--- config.mk ---
export PLATFORM = sky130hd
export DESIGN_NAME = command_translator_flat
export DESIGN_NICKNAME = d
export VERILOG_FILES = /design/src/rtl/command_translator_if.sv /design/src/rtl/command_translator.sv /design/src/flat_wrapper.sv
export SDC_FILE = /design/constraint.sdc
export NUM_CORES = 1
export LEC_CHECK = 0
export CORE_MARGIN = 5
export CORE_UTILIZATION = 30
export DETAILED_ROUTE_END_ITERATION = 10
export PLACE_DENSITY = 0.46
export RECOVER_POWER = 100
export SKIP_CTS_REPAIR_TIMING = 1
export SLEW_MARGIN = 10
export SYNTH_ARGS = -nofsm -noshare
export SYNTH_HDL_FRONTEND = slang
export SYNTH_SLANG_ARGS = --single-unit
--- constraint.sdc ---
create_clock -name clk -period 2.7 [get_ports clk]
set_input_delay 0.54 -clock clk [delete_from_list [all_inputs] [get_ports clk]]
set_output_delay 0.54 -clock clk [all_outputs]
set_load 0.02 [all_outputs]
--- src/rtl/command_translator_if.sv ---
// Byte-stream link between the command decoder and the JSON frame translator.
// The master drives a command and a valid request. The slave returns one frame character per cycle.
interface command_translator_if;
  logic [2:0] command;
  logic       valid;
  logic [7:0] ascii_out;
  logic       tx_ready;

  modport master (
    output command,
    output valid,
    input  ascii_out,
    input  tx_ready
  );

  modport slave (
    input  command,
    input  valid,
    output ascii_out,
    output tx_ready
  );
endinterface

--- src/rtl/command_translator.sv ---
// Turns a 3-bit motion command into a 25-character JSON frame such as {"T":1,"L":0.50,"R":0.50}.
// The frame is sent one byte per clock toward the UART transmitter.
module command_translator (
  input logic               clk,
  input logic               rst_n,
  command_translator_if.slave bus
);

  typedef enum logic {IDLE, SEND} state_t;

  localparam logic [4:0] LastIdx = 5'd24;

  state_t      state_q;
  logic [2:0]  latchedCmd_q;
  logic [4:0]  charIdx_q;
  logic [7:0]  ascii_q;
  logic        txReady_q;

  logic [3:0]  tDig_d;
  logic [3:0]  l0Dig_d, l1Dig_d, l2Dig_d;
  logic [3:0]  r0Dig_d, r1Dig_d, r2Dig_d;
  logic [7:0]  nextChar_d;

  // Map the latched command to its decimal digits. Unknown codes fall back to stop.
  always_comb begin
    tDig_d  = 4'd0;
    l0Dig_d = 4'd0;
    l1Dig_d = 4'd0;
    l2Dig_d = 4'd0;
    r0Dig_d = 4'd0;
    r1Dig_d = 4'd0;
    r2Dig_d = 4'd0;
    case (latchedCmd_q)
      3'd0: begin
        tDig_d  = 4'd1;
        l1Dig_d = 4'd5;
        r1Dig_d = 4'd5;
      end
      3'd2: begin
        tDig_d  = 4'd1;
        l1Dig_d = 4'd2;
        l2Dig_d = 4'd5;
        r1Dig_d = 4'd5;
      end
      3'd3: begin
        tDig_d  = 4'd1;
        l1Dig_d = 4'd5;
        r1Dig_d = 4'd2;
        r2Dig_d = 4'd5;
      end
      3'd4: begin
        tDig_d  = 4'd1;
        l0Dig_d = 4'd1;
        r0Dig_d = 4'd1;
      end
      default: begin
        tDig_d  = 4'd0;
      end
    endcase
  end

  always_comb begin
    nextChar_d = 8'h00;
    case (charIdx_q)
      5'd0:    nextChar_d = "{";
      5'd1:    nextChar_d = "\"";
      5'd2:    nextChar_d = "T";
      5'd3:    nextChar_d = "\"";
      5'd4:    nextChar_d = ":";
      5'd5:    nextChar_d = 8'h30 | {4'h0, tDig_d};
      5'd6:    nextChar_d = ",";
      5'd7:    nextChar_d = "\"";
      5'd8:    nextChar_d = "L";
      5'd9:    nextChar_d = "\"";
      5'd10:   nextChar_d = ":";
      5'd11:   nextChar_d = 8'h30 | {4'h0, l0Dig_d};
      5'd12:   nextChar_d = ".";
      5'd13:   nextChar_d = 8'h30 | {4'h0, l1Dig_d};
      5'd14:   nextChar_d = 8'h30 | {4'h0, l2Dig_d};
      5'd15:   nextChar_d = ",";
      5'd16:   nextChar_d = "\"";
      5'd17:   nextChar_d = "R";
      5'd18:   nextChar_d = "\"";
      5'd19:   nextChar_d = ":";
      5'd20:   nextChar_d = 8'h30 | {4'h0, r0Dig_d};
      5'd21:   nextChar_d = ".";
      5'd22:   nextChar_d = 8'h30 | {4'h0, r1Dig_d};
      5'd23:   nextChar_d = 8'h30 | {4'h0, r2Dig_d};
      5'd24:   nextChar_d = "}";
      default: nextChar_d = 8'h00;
    endcase
  end

  // The command is captured only at frame start, so a mid-frame change cannot mix two frames.
  always_ff @(posedge clk or negedge rst_n) begin
    if (!rst_n) begin
      state_q      <= IDLE;
      latchedCmd_q <= 3'd1;
      charIdx_q    <= 5'd0;
      ascii_q      <= 8'h00;
      txReady_q    <= 1'b0;
    end else begin
      case (state_q)
        IDLE: begin
          ascii_q   <= 8'h00;
          txReady_q <= 1'b0;
          charIdx_q <= 5'd0;
          if (bus.valid) begin
            latchedCmd_q <= bus.command;
            ascii_q      <= "{";
            txReady_q    <= 1'b1;
            charIdx_q    <= 5'd1;
            state_q      <= SEND;
          end
        end
        SEND: begin
          if (charIdx_q > LastIdx) begin
            ascii_q   <= 8'h00;
            txReady_q <= 1'b0;
            charIdx_q <= 5'd0;
            state_q   <= IDLE;
          end else begin
            ascii_q   <= nextChar_d;
            txReady_q <= 1'b1;
            charIdx_q <= charIdx_q + 5'd1;
          end
        end
        default: begin
          state_q <= IDLE;
        end
      endcase
    end
  end

  assign bus.ascii_out = ascii_q;
  assign bus.tx_ready  = txReady_q;

endmodule

--- src/flat_wrapper.sv ---
// flat-port wrapper written by rule: the top's interface ports become plain ports
module command_translator_flat 
  (clk, rst_n, bus_command, bus_valid, bus_ascii_out, bus_tx_ready);
  command_translator_if bus_i ();
  input logic clk;
  input logic rst_n;
  input wire logic [$bits(bus_i.command)-1:0] bus_command;
  input wire logic [$bits(bus_i.valid)-1:0] bus_valid;
  output wire logic [$bits(bus_i.ascii_out)-1:0] bus_ascii_out;
  output wire logic [$bits(bus_i.tx_ready)-1:0] bus_tx_ready;
  assign bus_i.command = bus_command;
  assign bus_i.valid = bus_valid;
  assign bus_ascii_out = bus_i.ascii_out;
  assign bus_tx_ready = bus_i.tx_ready;
  command_translator u_core (.clk(clk), .rst_n(rst_n), .bus(bus_i));
endmodule
==> impl_metrics.toml <==
[run_status]
status = "finished clean"

[yosys]
syn_area_mm2 = 0.00108
synth_top_family_by_area = "simple AND/OR/NAND/NOR gates"
synth-simple-area-share_pct = 22.5
synth_cells = 120
syn_nets = 131
synth.area.mux_share_pct = 5.90
ys_ff_latch = 16
synth_cell_types = 46
yosys_most_used_dff = "dfrtp_1"
synth_edf_count = 0
seq_area_frac_synth_pct = 37.1
synthAdderAreaFrac_pct = 5.78
synth_compound_area_share_pct = 20.0
syn_area_per_cell_um2 = 9.02
yosys_warnings = 0
ys_async_sr_fraction_pct = 100
synth_xor_area_share_pct = 1.62

[critical_path]
arrival_ns = 2.37
cp-start-kind = "register"
path_cells = "inv_1 > ha_1 > nor2b_1 > a32o_1 > a221o_1 > a2111oi_0 > nor2_1"
critPathTopFamily = "compound AO/OA/AOI/OAI gates"
crit_slowest_cell = "dfrtp_1"
rr_endpoint = "u_core.bus.ascii_out[2]$_DFF_PN0_"
cp.required_ns = 2.88
r2r-start = "u_core.charIdx_q[0]$_DFF_PN0_"
path_class = "register to register"
r2r_slack_ns = 0.51
path_max_fanout = 9
max_stage_delay_ns = 0.42
cp-end-kind = "register"
cp_num_buf_inv = 1
ff2ff_path_depth = 7

[sta]
final-setup-viol-count = 0
fin_crit_sh_pct = 81.3
relSlewSlack_pct = 50.3
rsz0062_at_grt = "false"
tns_ns = 0
period_needed_ns = 2.19
fmax_mhz = 456
drv_slew = 0
finClkSkew_ns = 0.0101
setup_slack_ns = 0.505
worst_pin_slew_ns = 0.742
hold_viol_final = 0

[final_layout]
area_growth_pct = 16.5
fin_util_pct = 36.9
drive_above_1_share_pct = 7.81
diodes = 0
final_area_mm2 = 0.00126
fin_nets = 140

[place]
dp_worst_setup_slack_ns = 0.599
dpl_cell_area_mm2 = 0.00123
dp_hpwl_mm = 1.83
place.gp.congestion = 0.777
portBuffers = 13

[power]
pwr-share-comb_pct = 55.1
powerDensity_mw_per_mm2 = 1160
ir_worst_vdd_uv = 377
switching_share_pct = 44.6
clkPwrFrac_pct = 11.3
intPower_mw = 0.813
switching_power_mw = 0.654
p_seq_share_pct = 33.6
leakage_nw = 0.531
p_total_mw = 1.47

[drt]
wl_per_cell_um = 14.5
drtPass1Iterations = 4
ant_nets = 0
drtIter0Drc = 32
route.vias.total = 935
viasPerCell = 5.37
wl_mm = 2.53
drc = 0

[clocking]
clk_latency_ns = 0.30
cts_root_buf = "clkbuf_4"
cts_made_buffers = 3
htree_levels = 1
clk_path_buf_depth = 2
clk_pin_slew_ns = 0.11
cts.sinks = 16
cts_tree = "built"

[die]
io_pins = 15
die-height_um = 70.1
die_w_um = 70.1
dieArea_mm2 = 0.00491
num_rows = 21
start_util_pct = 31.7
coreArea_mm2 = 0.00342

[global_route]
grt_use_met3_pct = 1.00
overflow = 0
grt_pass1_wl_mm = 4.24
busiest_layer = "met2"
grt_antenna_before_repair = 0
gr-usage-met1_pct = 14.1
met2_usage_pct = 16.7
grt_pass1_vias = 882
track_usage_pct = 10.8
grt_max_degree = 23

[hold_path]
hold_path_class = "register to register"
worstHoldEndpoint = "u_core.charIdx_q[0]$_DFF_PN0_"
hold_path.startpoint = "u_core.charIdx_q[0]$_DFF_PN0_"
hold_depth = 1

[run]
max-cap-violations = 0
[power by group through the flow]
stage | sequential (mW) | clock, mW | combinational (mW)
finish | 0.493 | 0.166 | 0.808
global route | 0.514 | 0.185 | 0.890
CTS | 0.496 | 0.174 | 0.839
detailed placement | 0.503 | 0 | 0.834
global placement | 0.504 | 0 | 0.853
floorplan | 0.489 | 0 | 0.596
[cell usage after synthesis, types with 4 or more instances]
master | n | area [um^2]
nor2_1 | 11 | 41.3
o21ai_0 | 8 | 40.0
dfrtp_1 | 15 | 375
nor4bb_1 | 4 | 40.0
ha_1 | 5 | 62.6
inv_1 | 6 | 22.5
clkbuf_1 | 5 | 18.8
nor3_1 | 4 | 20.0
nand2_1 | 6 | 22.5
a21oi_1 | 4 | 20.0
[per-layer routing]
metal  vias up  part of all wire (%)
met5         -                     0
met4         0                   2.3
met3         5                   3.6
met2        29                    49
met1       453                    45
li1        448                     -
[logic make-up after synthesis]
logic type,after synthesis
AO/OA/AOI/OAI,30
XOR/XNOR,2
adder cells (fa/ha/maj),5
buffers and inverters,17
flip-flops,16
multiplexers,6
other,1
AND/OR/NAND/NOR,43
[metrics by stage]
step	instances	hold slack (ns)
after CTS	174	0.574
after floorplan	120	0.244
final	174	0.566
after global placement	170	0.550
after detailed placement	170	0.556
after global routing	174	0.611
[placed cells by master, fill, tap and decap left out, drive strengths merged, types with 3 or more instances in the layout]
cell type,n
dfrtp,15
nor2,11
dlygate4sd3,10
o21ai,9
inv,6
nand2,6
ha,5
clkbuf,5
nor4bb,4
a21oi,4
nor3,4
nor2b,3
nand2b,3
mux2i,3
nand3b,3
mux2,3
clkdlybuf4s50,3
[registers in the layout (all words and copies together) (netlist names)]
name / flops
u_core.latchedCmd_q: 3
u_core.charIdx_q: 5
u_core.bus.tx_ready: 1
u_core.bus.ascii_out: 7
[worst max path at each step]
stage               depth (start not counted)                           from  slack [ns]                           endpoint
finish                                      7  u_core.charIdx_q[0]$_DFF_PN0_        0.51  u_core.bus.ascii_out[2]$_DFF_PN0_
global route                                7  u_core.charIdx_q[0]$_DFF_PN0_        0.42  u_core.bus.ascii_out[2]$_DFF_PN0_
detailed placement                          7  u_core.charIdx_q[0]$_DFF_PN0_        0.60  u_core.bus.ascii_out[2]$_DFF_PN0_
global placement                            7  u_core.charIdx_q[0]$_DFF_PN0_        0.59  u_core.bus.ascii_out[2]$_DFF_PN0_
floorplan                                   8  u_core.charIdx_q[0]$_DFF_PN0_        0.71  u_core.bus.ascii_out[2]$_DFF_PN0_
CTS                                         7  u_core.charIdx_q[0]$_DFF_PN0_        0.59  u_core.bus.ascii_out[2]$_DFF_PN0_
[final cells by class]
| type | count | area (um^2) |
|---|---|---|
| Clock buffer | 4 | 36.3 |
| Fill cell | 344 | 2150 |
| Inverter | 6 | 22.5 |
| Multi-Input combinational cell | 87 | 602 |
| Sequential cell | 16 | 402 |
| Tap cell | 46 | 57.6 |
| Timing Repair Buffer | 15 | 141 |
Note: power is estimated with default switching activity, not from simulation.
